## config.mk

```make
export PLATFORM = sky130hd
export DESIGN_NAME = pipe_stage_elastic_flat
export DESIGN_NICKNAME = d
export VERILOG_FILES = /design/src/rtl/pipe_stage_elastic_if.sv /design/src/rtl/pipe_stage_elastic.sv /design/src/flat_wrapper.sv
export SDC_FILE = /design/constraint.sdc
export NUM_CORES = 1
export LEC_CHECK = 0
export ABC_AREA = 1
export CAP_MARGIN = 5
export CORE_ASPECT_RATIO = 1.5
export CORE_MARGIN = 4
export CORE_UTILIZATION = 53
export DETAILED_ROUTE_END_ITERATION = 10
export PLACE_DENSITY = 0.84
export SYNTH_ARGS = -nofsm -noshare
export SYNTH_HDL_FRONTEND = slang
export SYNTH_SLANG_ARGS = --single-unit
```

## constraint.sdc

```tcl
create_clock -name CLK -period 4.1 [get_ports CLK]
set_clock_uncertainty 0.15 [all_clocks]
set_input_delay 0.615 -clock CLK [delete_from_list [all_inputs] [get_ports CLK]]
set_output_delay 0.615 -clock CLK [all_outputs]
set_load 0.01 [all_outputs]
```

## src/rtl/pipe_stage_elastic_if.sv

```systemverilog
// Handshake bundle for the elastic pipeline chain: upstream offer and downstream accept.
// Ports: in_valid/in_ready/in_data face the producer, out_valid/out_ready/out_data face the consumer.
// The slave modport is the chain itself; the master modport is the environment around it.
interface pipe_stage_elastic_if #(
  parameter int WIDTH = 32
);
  logic             in_valid;
  logic             in_ready;
  logic [WIDTH-1:0] in_data;
  logic             out_valid;
  logic             out_ready;
  logic [WIDTH-1:0] out_data;

  modport slave (
    input  in_valid,
    input  in_data,
    input  out_ready,
    output in_ready,
    output out_valid,
    output out_data
  );

  modport master (
    output in_valid,
    output in_data,
    output out_ready,
    input  in_ready,
    input  out_valid,
    input  out_data
  );
endinterface

```

## src/rtl/pipe_stage_elastic.sv

```systemverilog
// Elastic chain of DEPTH payload registers, per-stage valid, bubbles collapse, global stall/flush.
// Latency: DEPTH-1 edges from acceptance to the output stage; 1 transfer/cycle sustained.
// Backpressure: in_ready is combinational from out_ready through the advance chain.
// Ports: CLK, RST (async active-low), bus (slave: in_*/out_* handshake), stall, flush, count.
module pipe_stage_elastic #(
  parameter int WIDTH = 32,
  parameter int DEPTH = 2
) (
  input  logic                       CLK,
  input  logic                       RST,
  pipe_stage_elastic_if.slave        bus,
  input  logic                       stall,
  input  logic                       flush,
  output logic [$clog2(DEPTH+1)-1:0] count
);
  localparam int CW = $clog2(DEPTH+1);

  logic [DEPTH-1:0] r_v;
  logic [WIDTH-1:0] r_d [DEPTH];
  logic [CW-1:0]    r_count;

  logic             w_run;
  logic [DEPTH-1:0] w_adv;
  logic [DEPTH-1:0] w_load;
  logic [DEPTH-1:0] w_v_nxt;
  logic [CW-1:0]    w_cnt_nxt;

  assign w_run = !flush && !stall;

  // Advance resolves from the output end backwards: a stage moves if the
  // one ahead is empty or is itself moving this cycle.
  always_comb begin
    w_adv = '0;
    w_adv[DEPTH-1] = r_v[DEPTH-1] & bus.out_ready;
    for (int i = DEPTH - 2; i >= 0; i--) begin
      w_adv[i] = r_v[i] & (!r_v[i+1] | w_adv[i+1]);
    end
  end

  // A stage can take a new occupant when empty or when its occupant leaves;
  // an empty stage therefore fills even while the stage ahead is blocked.
  assign w_load = ~r_v | w_adv;

  always_comb begin
    w_v_nxt = r_v;
    if (flush) begin
      w_v_nxt = '0;
    end else if (!stall) begin
      if (w_load[0]) begin
        w_v_nxt[0] = bus.in_valid;
      end
      for (int i = 1; i < DEPTH; i++) begin
        if (w_load[i]) begin
          w_v_nxt[i] = r_v[i-1];
        end
      end
    end
  end

  // count is the population of the valid vector the next edge will hold.
  always_comb begin
    w_cnt_nxt = '0;
    for (int i = 0; i < DEPTH; i++) begin
      w_cnt_nxt = w_cnt_nxt + CW'(w_v_nxt[i]);
    end
  end

  always_ff @(posedge CLK or negedge RST) begin
    if (!RST) begin
      r_v     <= '0;
      r_count <= '0;
      for (int i = 0; i < DEPTH; i++) begin
        r_d[i] <= '0;
      end
    end else begin
      r_v     <= w_v_nxt;
      r_count <= w_cnt_nxt;
      // Data only moves with a valid occupant, so a stage that goes empty
      // keeps its previous contents.
      if (w_run) begin
        if (w_load[0] && bus.in_valid) begin
          r_d[0] <= bus.in_data;
        end
        for (int i = 1; i < DEPTH; i++) begin
          if (w_load[i] && r_v[i-1]) begin
            r_d[i] <= r_d[i-1];
          end
        end
      end
    end
  end

  // Handshake outputs are forced low during reset and during stall/flush.
  assign bus.in_ready  = RST & w_run & w_load[0];
  assign bus.out_valid = RST & w_run & r_v[DEPTH-1];
  assign bus.out_data  = r_d[DEPTH-1];
  assign count         = r_count;
endmodule

```

## src/flat_wrapper.sv

```systemverilog
// flat-port wrapper written by rule: the top's interface ports become plain ports
module pipe_stage_elastic_flat 
#(
  parameter int WIDTH = 32,
  parameter int DEPTH = 2
)
  (CLK, RST, stall, flush, count, bus_in_valid, bus_in_data, bus_out_ready, bus_in_ready, bus_out_valid, bus_out_data);
  pipe_stage_elastic_if #(.WIDTH(WIDTH)) bus_i ();
  input  logic CLK;
  input  logic RST;
  input  logic stall;
  input  logic flush;
  output logic [$clog2(DEPTH+1)-1:0] count;
  input wire logic [$bits(bus_i.in_valid)-1:0] bus_in_valid;
  input wire logic [$bits(bus_i.in_data)-1:0] bus_in_data;
  input wire logic [$bits(bus_i.out_ready)-1:0] bus_out_ready;
  output wire logic [$bits(bus_i.in_ready)-1:0] bus_in_ready;
  output wire logic [$bits(bus_i.out_valid)-1:0] bus_out_valid;
  output wire logic [$bits(bus_i.out_data)-1:0] bus_out_data;
  assign bus_i.in_valid = bus_in_valid;
  assign bus_i.in_data = bus_in_data;
  assign bus_i.out_ready = bus_out_ready;
  assign bus_in_ready = bus_i.in_ready;
  assign bus_out_valid = bus_i.out_valid;
  assign bus_out_data = bus_i.out_data;
  pipe_stage_elastic #(.WIDTH(WIDTH), .DEPTH(DEPTH)) u_core (.CLK(CLK), .RST(RST), .bus(bus_i), .stall(stall), .flush(flush), .count(count));
endmodule
```

# Word-level counts from Yosys, hierarchy flattened
# Index checks and enable logic that the tools add are counted.
totals:
  register_bits: 68
  input_bits: 38
  out_inout_bits: 36
  word_cells: 25
op_classes:
  add_sub_neg: 1
  muxes: 4
  n_bitwise: 8
  n_reduce_logical: 8
ops:
  columns: ["op", "count"]
  rows:
  - ["$and 1x1->1", 5]
  - ["$mux 2", 2]
  - ["$reduce_and 2->1", 2]
  - ["$logic_and 1x1->1", 3]
  - ["$logic_not 1->1", 3]
  - ["$add 1x1->2", 1]
  - ["$mux 1", 2]
  - ["$not 2->2", 1]
  - ["$or 2x2->2", 1]
  - ["$or 1x1->1", 1]

# Depth between registers and ports, before layout
depth:
  depth_word: 8
  mapped_depth: 6
  ltp_nobuf: 5

# Worst setup path after synthesis
# Ideal clock, no wire load.
synth_path:
  path_kind: "input to output"
  startpoint: "input port stall"
  endpoint: "output port bus_in_ready"
  arrival_ns: 1.081
  t_required_ns: 3.335
  setup_slack_ns: 2.254
  cell_stages: 3
  n_path_buf: 0
  cell_sequence: "nor2_8 -> nand2_1 -> a31oi_1"
synth_between:
  elab_chain_len: 4
synth_rtl:
  columns: ["element", "line", "rtl"]
  rows:
  - ["from (decl)", "flat_wrapper.sv:11", "input logic stall;"]
  - ["$logic_not 1->1", "pipe_stage_elastic.sv:28", "assign w_run = !flush && !stall;"]
  - ["$logic_and 1x1->1", "pipe_stage_elastic.sv:28", null]
  - ["$and 1x1->1 (2 in a row)", "pipe_stage_elastic.sv:94", "assign bus.in_ready = RST & w_run & w_load[0];"]
  - ["to (decl)", "flat_wrapper.sv:17", "output wire logic [$bits(bus_i.in_ready)-1:0] bus_in_ready;"]
# No other way between the ends.

# Worst setup path after layout
# Same ends and word-level chain as after synthesis.

==> flow_summary_export.csv <==
group,metric,value,unit
place,dpl.cell_count,428,
cts,cts_buffers,9,
place,gp_congestion,0.789,
sta,max_slew_margin,0.435,
setup_path,required,3.34,ns
cts,cts_resized,0,
run_status,outcome,"finished, final reports clean",
cells_and_area,drive_above_1_share,0.0695,
floorplanning,core,5570,sq um
yosys,yosysTopAreaCell,"dfrtp_1",
sta,setup_violations,0,
floorplanning,die_y,102,um
yosys,synthTopCellsByCount,"nand2_1, dfrtp_1, buf_4",
sta,hold_viol,0,
setup_path,crit_path_start_kind,"input pin",
setup_path,end_kind,"output port",
power_and_ir_drop,p_per_area,509,nW/um^2
yosys,synth_most_common_cell,"nand2_1",
cells_and_area,antenna_cells,0,
power_and_ir_drop,clockPowerShare,0.315,
yosys,synth_top_area_frac,0.550,
grt,grt_first_pass_wirelength,10800,um
yosys,ys_seq_area_frac,0.550,
cts,clkLatencyLatePin,0.34,ns
setup_path,path_class,"in -> out",
power_and_ir_drop,p_leak,1.87,nW
floorplanning,dieWidth,70.4,um
drt,drc_errors,0,
sta,rsz0062_at_grt,"false",
cts,cts_tree,"built",
sta,min_period,2.92,ns
setup_path,cp_data_arrival_time,2.16,ns
power_and_ir_drop,p_seq_frac,0.460,
drt,routed_via_density,5.28,
yosys,ys_warn_count,0,
grt,grt_max_degree,69,
sta,fmax,342,MHz
drt,first_pass_iters,4,
yosys,netlist_area,3090,sq um
grt,grt_pass1_vias,2317,
yosys,synth_ff_type,"dfrtp_1",
floorplanning,io_pins,74,
drt,drt_iter0_drc,227,
grt,track_usage,0.195,
setup_path,critical_path.max_fanout,4,
cells_and_area,fillCellCount,433,
power_and_ir_drop,comb_power_share,0.225,
cts,cts_setup_buffers,0,
floorplanning,dieArea,7150,sq um
floorplanning,start_util,0.555,
cts,cts_hold_buf,0,
drt,ant_nets,0,
yosys,synthCells,334,
yosys,synth-edff-count,0,
grt,antenna_found_initial,0,
min_path,hold_class,"reg -> reg",
yosys,synth_nets,373,
yosys,synth-seq-cells,68,
cells_and_area,syn_to_final_growth,22.0,%
sta,tns,0,ns
sta,slew_viol_final,0,
place,dp_hpwl,4150,um
cts,clkTransAtPathRegs,0.06,ns
cts,htree_levels,3,
flow_run,maxCapViolations,0,
sta,worst_slew_pin_slew,0.848,ns
yosys,avgSynthCellArea,9.26,sq um
yosys,async_reset_ff_frac,1.00,
cts,ctsLongestPathBuffers,2,
power_and_ir_drop,p_int,1.40,mW
drt,routed_wl,6590,um
power_and_ir_drop,swShare,0.271,
sta,finalCritPeriodShare,0.713,
grt,grt-ovfl-total,0,
place,port-buffer-count,73,
cells_and_area,fin_nets,408,
floorplanning,rows,33,
drt,vias,2343,
cts,clock-sinks,68,
yosys,synth_cell_types,20,
power_and_ir_drop,peakVddDrop,0.353,mV
power_and_ir_drop,power_switching,0.520,mW
drt,wl_per_cell,14.8,um
yosys,synth_area_leaders,"dfrtp_1, nand2_1, buf_4",
cells_and_area,stdcell_count,444,
cts,root_buffer,"clkbuf_8",
[critical path, stage by stage]
cell and delay (ns):
clkdlybuf4s50_1 0.57, nor2_8 0.17, nand2_1 0.08, a31oi_1 0.15, clkdlybuf4s50_1 0.57
[layer usage]
layer	vias up	global-route usage	part of all wire
met2	74	0.341	0.53
li1	1130	-	-
met1	1126	0.221	0.38
met4	0	0.0811	0.019
met3	13	0.0626	0.070
met5	-	0	0
[area by class of cell]
cell class	instances	area, sq um	area share
clock buffers	12	145	0.0385
repair buffers	78	763	0.202
inverters	4	15.0	0.00398
multi-input cells	208	987	0.262
flip-flops and latches	68	1700	0.451
clock inverters	4	72.6	0.0192
well taps	70	87.6	0.0232
[kinds of logic (layout without fill, tap and decap cells)]
group                      count (synthesis)  after routing  share of synthesized area
adders and majority gates                  1              1                    0.00404
buffers and inverters                     58             98                      0.131
AOI/OAI and AO/OA                          5              5                    0.00930
and+or+nand+nor                          202            202                      0.306
DFF                                       68             68                      0.550
[power groups by stage]
stage	combinational, mW	sequential, mW	clock [mW]
6_report	0.433	0.884	0.604
5_1_grt	0.476	0.901	0.643
4_1_cts	0.440	0.884	0.611
3_5_place_dp	0.437	0.895	0
3_3_place_gp	0.426	0.889	0
2_1_floorplan	0.306	0.876	0
[state kept, by name, summed over array words and instances (netlist names)]
register and count:
u_core.bus.out_data 32, u_core.count 2, u_core.r_d 32, u_core.r_v 2
[final timing paths]
path / start / slack (ns) / depth (start not counted) / to
worst min-delay path: u_core.bus.out_data[6]$_DFFE_PN0P_ / 0.32 / 2 / u_core.bus.out_data[6]$_DFFE_PN0P_
worst max register to register: u_core.r_v[1]$_DFF_PN0_ / 2.05 / 3 / u_core.count[0]$_DFF_PN0_
max in group asynchronous: RST / 2.88 / 2 / u_core.bus.out_data[5]$_DFFE_PN0P_
worst min register to register: u_core.bus.out_data[6]$_DFFE_PN0P_ / 0.32 / 2 / u_core.bus.out_data[6]$_DFFE_PN0P_
worst max-delay path: stall / 1.18 / 5 / bus_in_ready
min in group asynchronous: RST / 0.34 / 2 / u_core.r_d[35]$_DFFE_PN0P_
[stage by stage]
| stage | power (mW) | setup slack [ns] | area (sq um) | hold WS [ns] | util |
|---|---|---|---|---|---|
| 3_3_place_gp | 1.32 | 1.24 | 3550 | 0.303 | 0.638 |
| 4_1_cts | 1.94 | 1.15 | 3770 | 0.324 | 0.677 |
| 2_1_floorplan | 1.18 | 2.25 | 3090 | 0.169 | - |
| 3_5_place_dp | 1.33 | 1.16 | 3550 | 0.307 | 0.638 |
| 5_1_grt | 2.02 | 1.06 | 3770 | 0.342 | 0.677 |
| 6_report | 1.92 | 1.18 | 3770 | 0.321 | 0.677 |
[cell usage in the layout, fill, tap and decap left out, drive strengths merged]
| master | count |
|---|---|
| nand4 | 32 |
| nor3 | 1 |
| dfrtp | 68 |
| a21oi | 2 |
| o21ai | 1 |
| clkbuf | 12 |
| nand3 | 35 |
| nand2 | 131 |
| clkinv | 1 |
| buf | 6 |
| ha | 1 |
| bufinv | 2 |
| clkinvlp | 1 |
| nor2 | 3 |
| clkdlybuf4s50 | 72 |
| o21bai | 1 |
| a31oi | 1 |
| inv | 4 |
(Power assumes the default switching activity.)
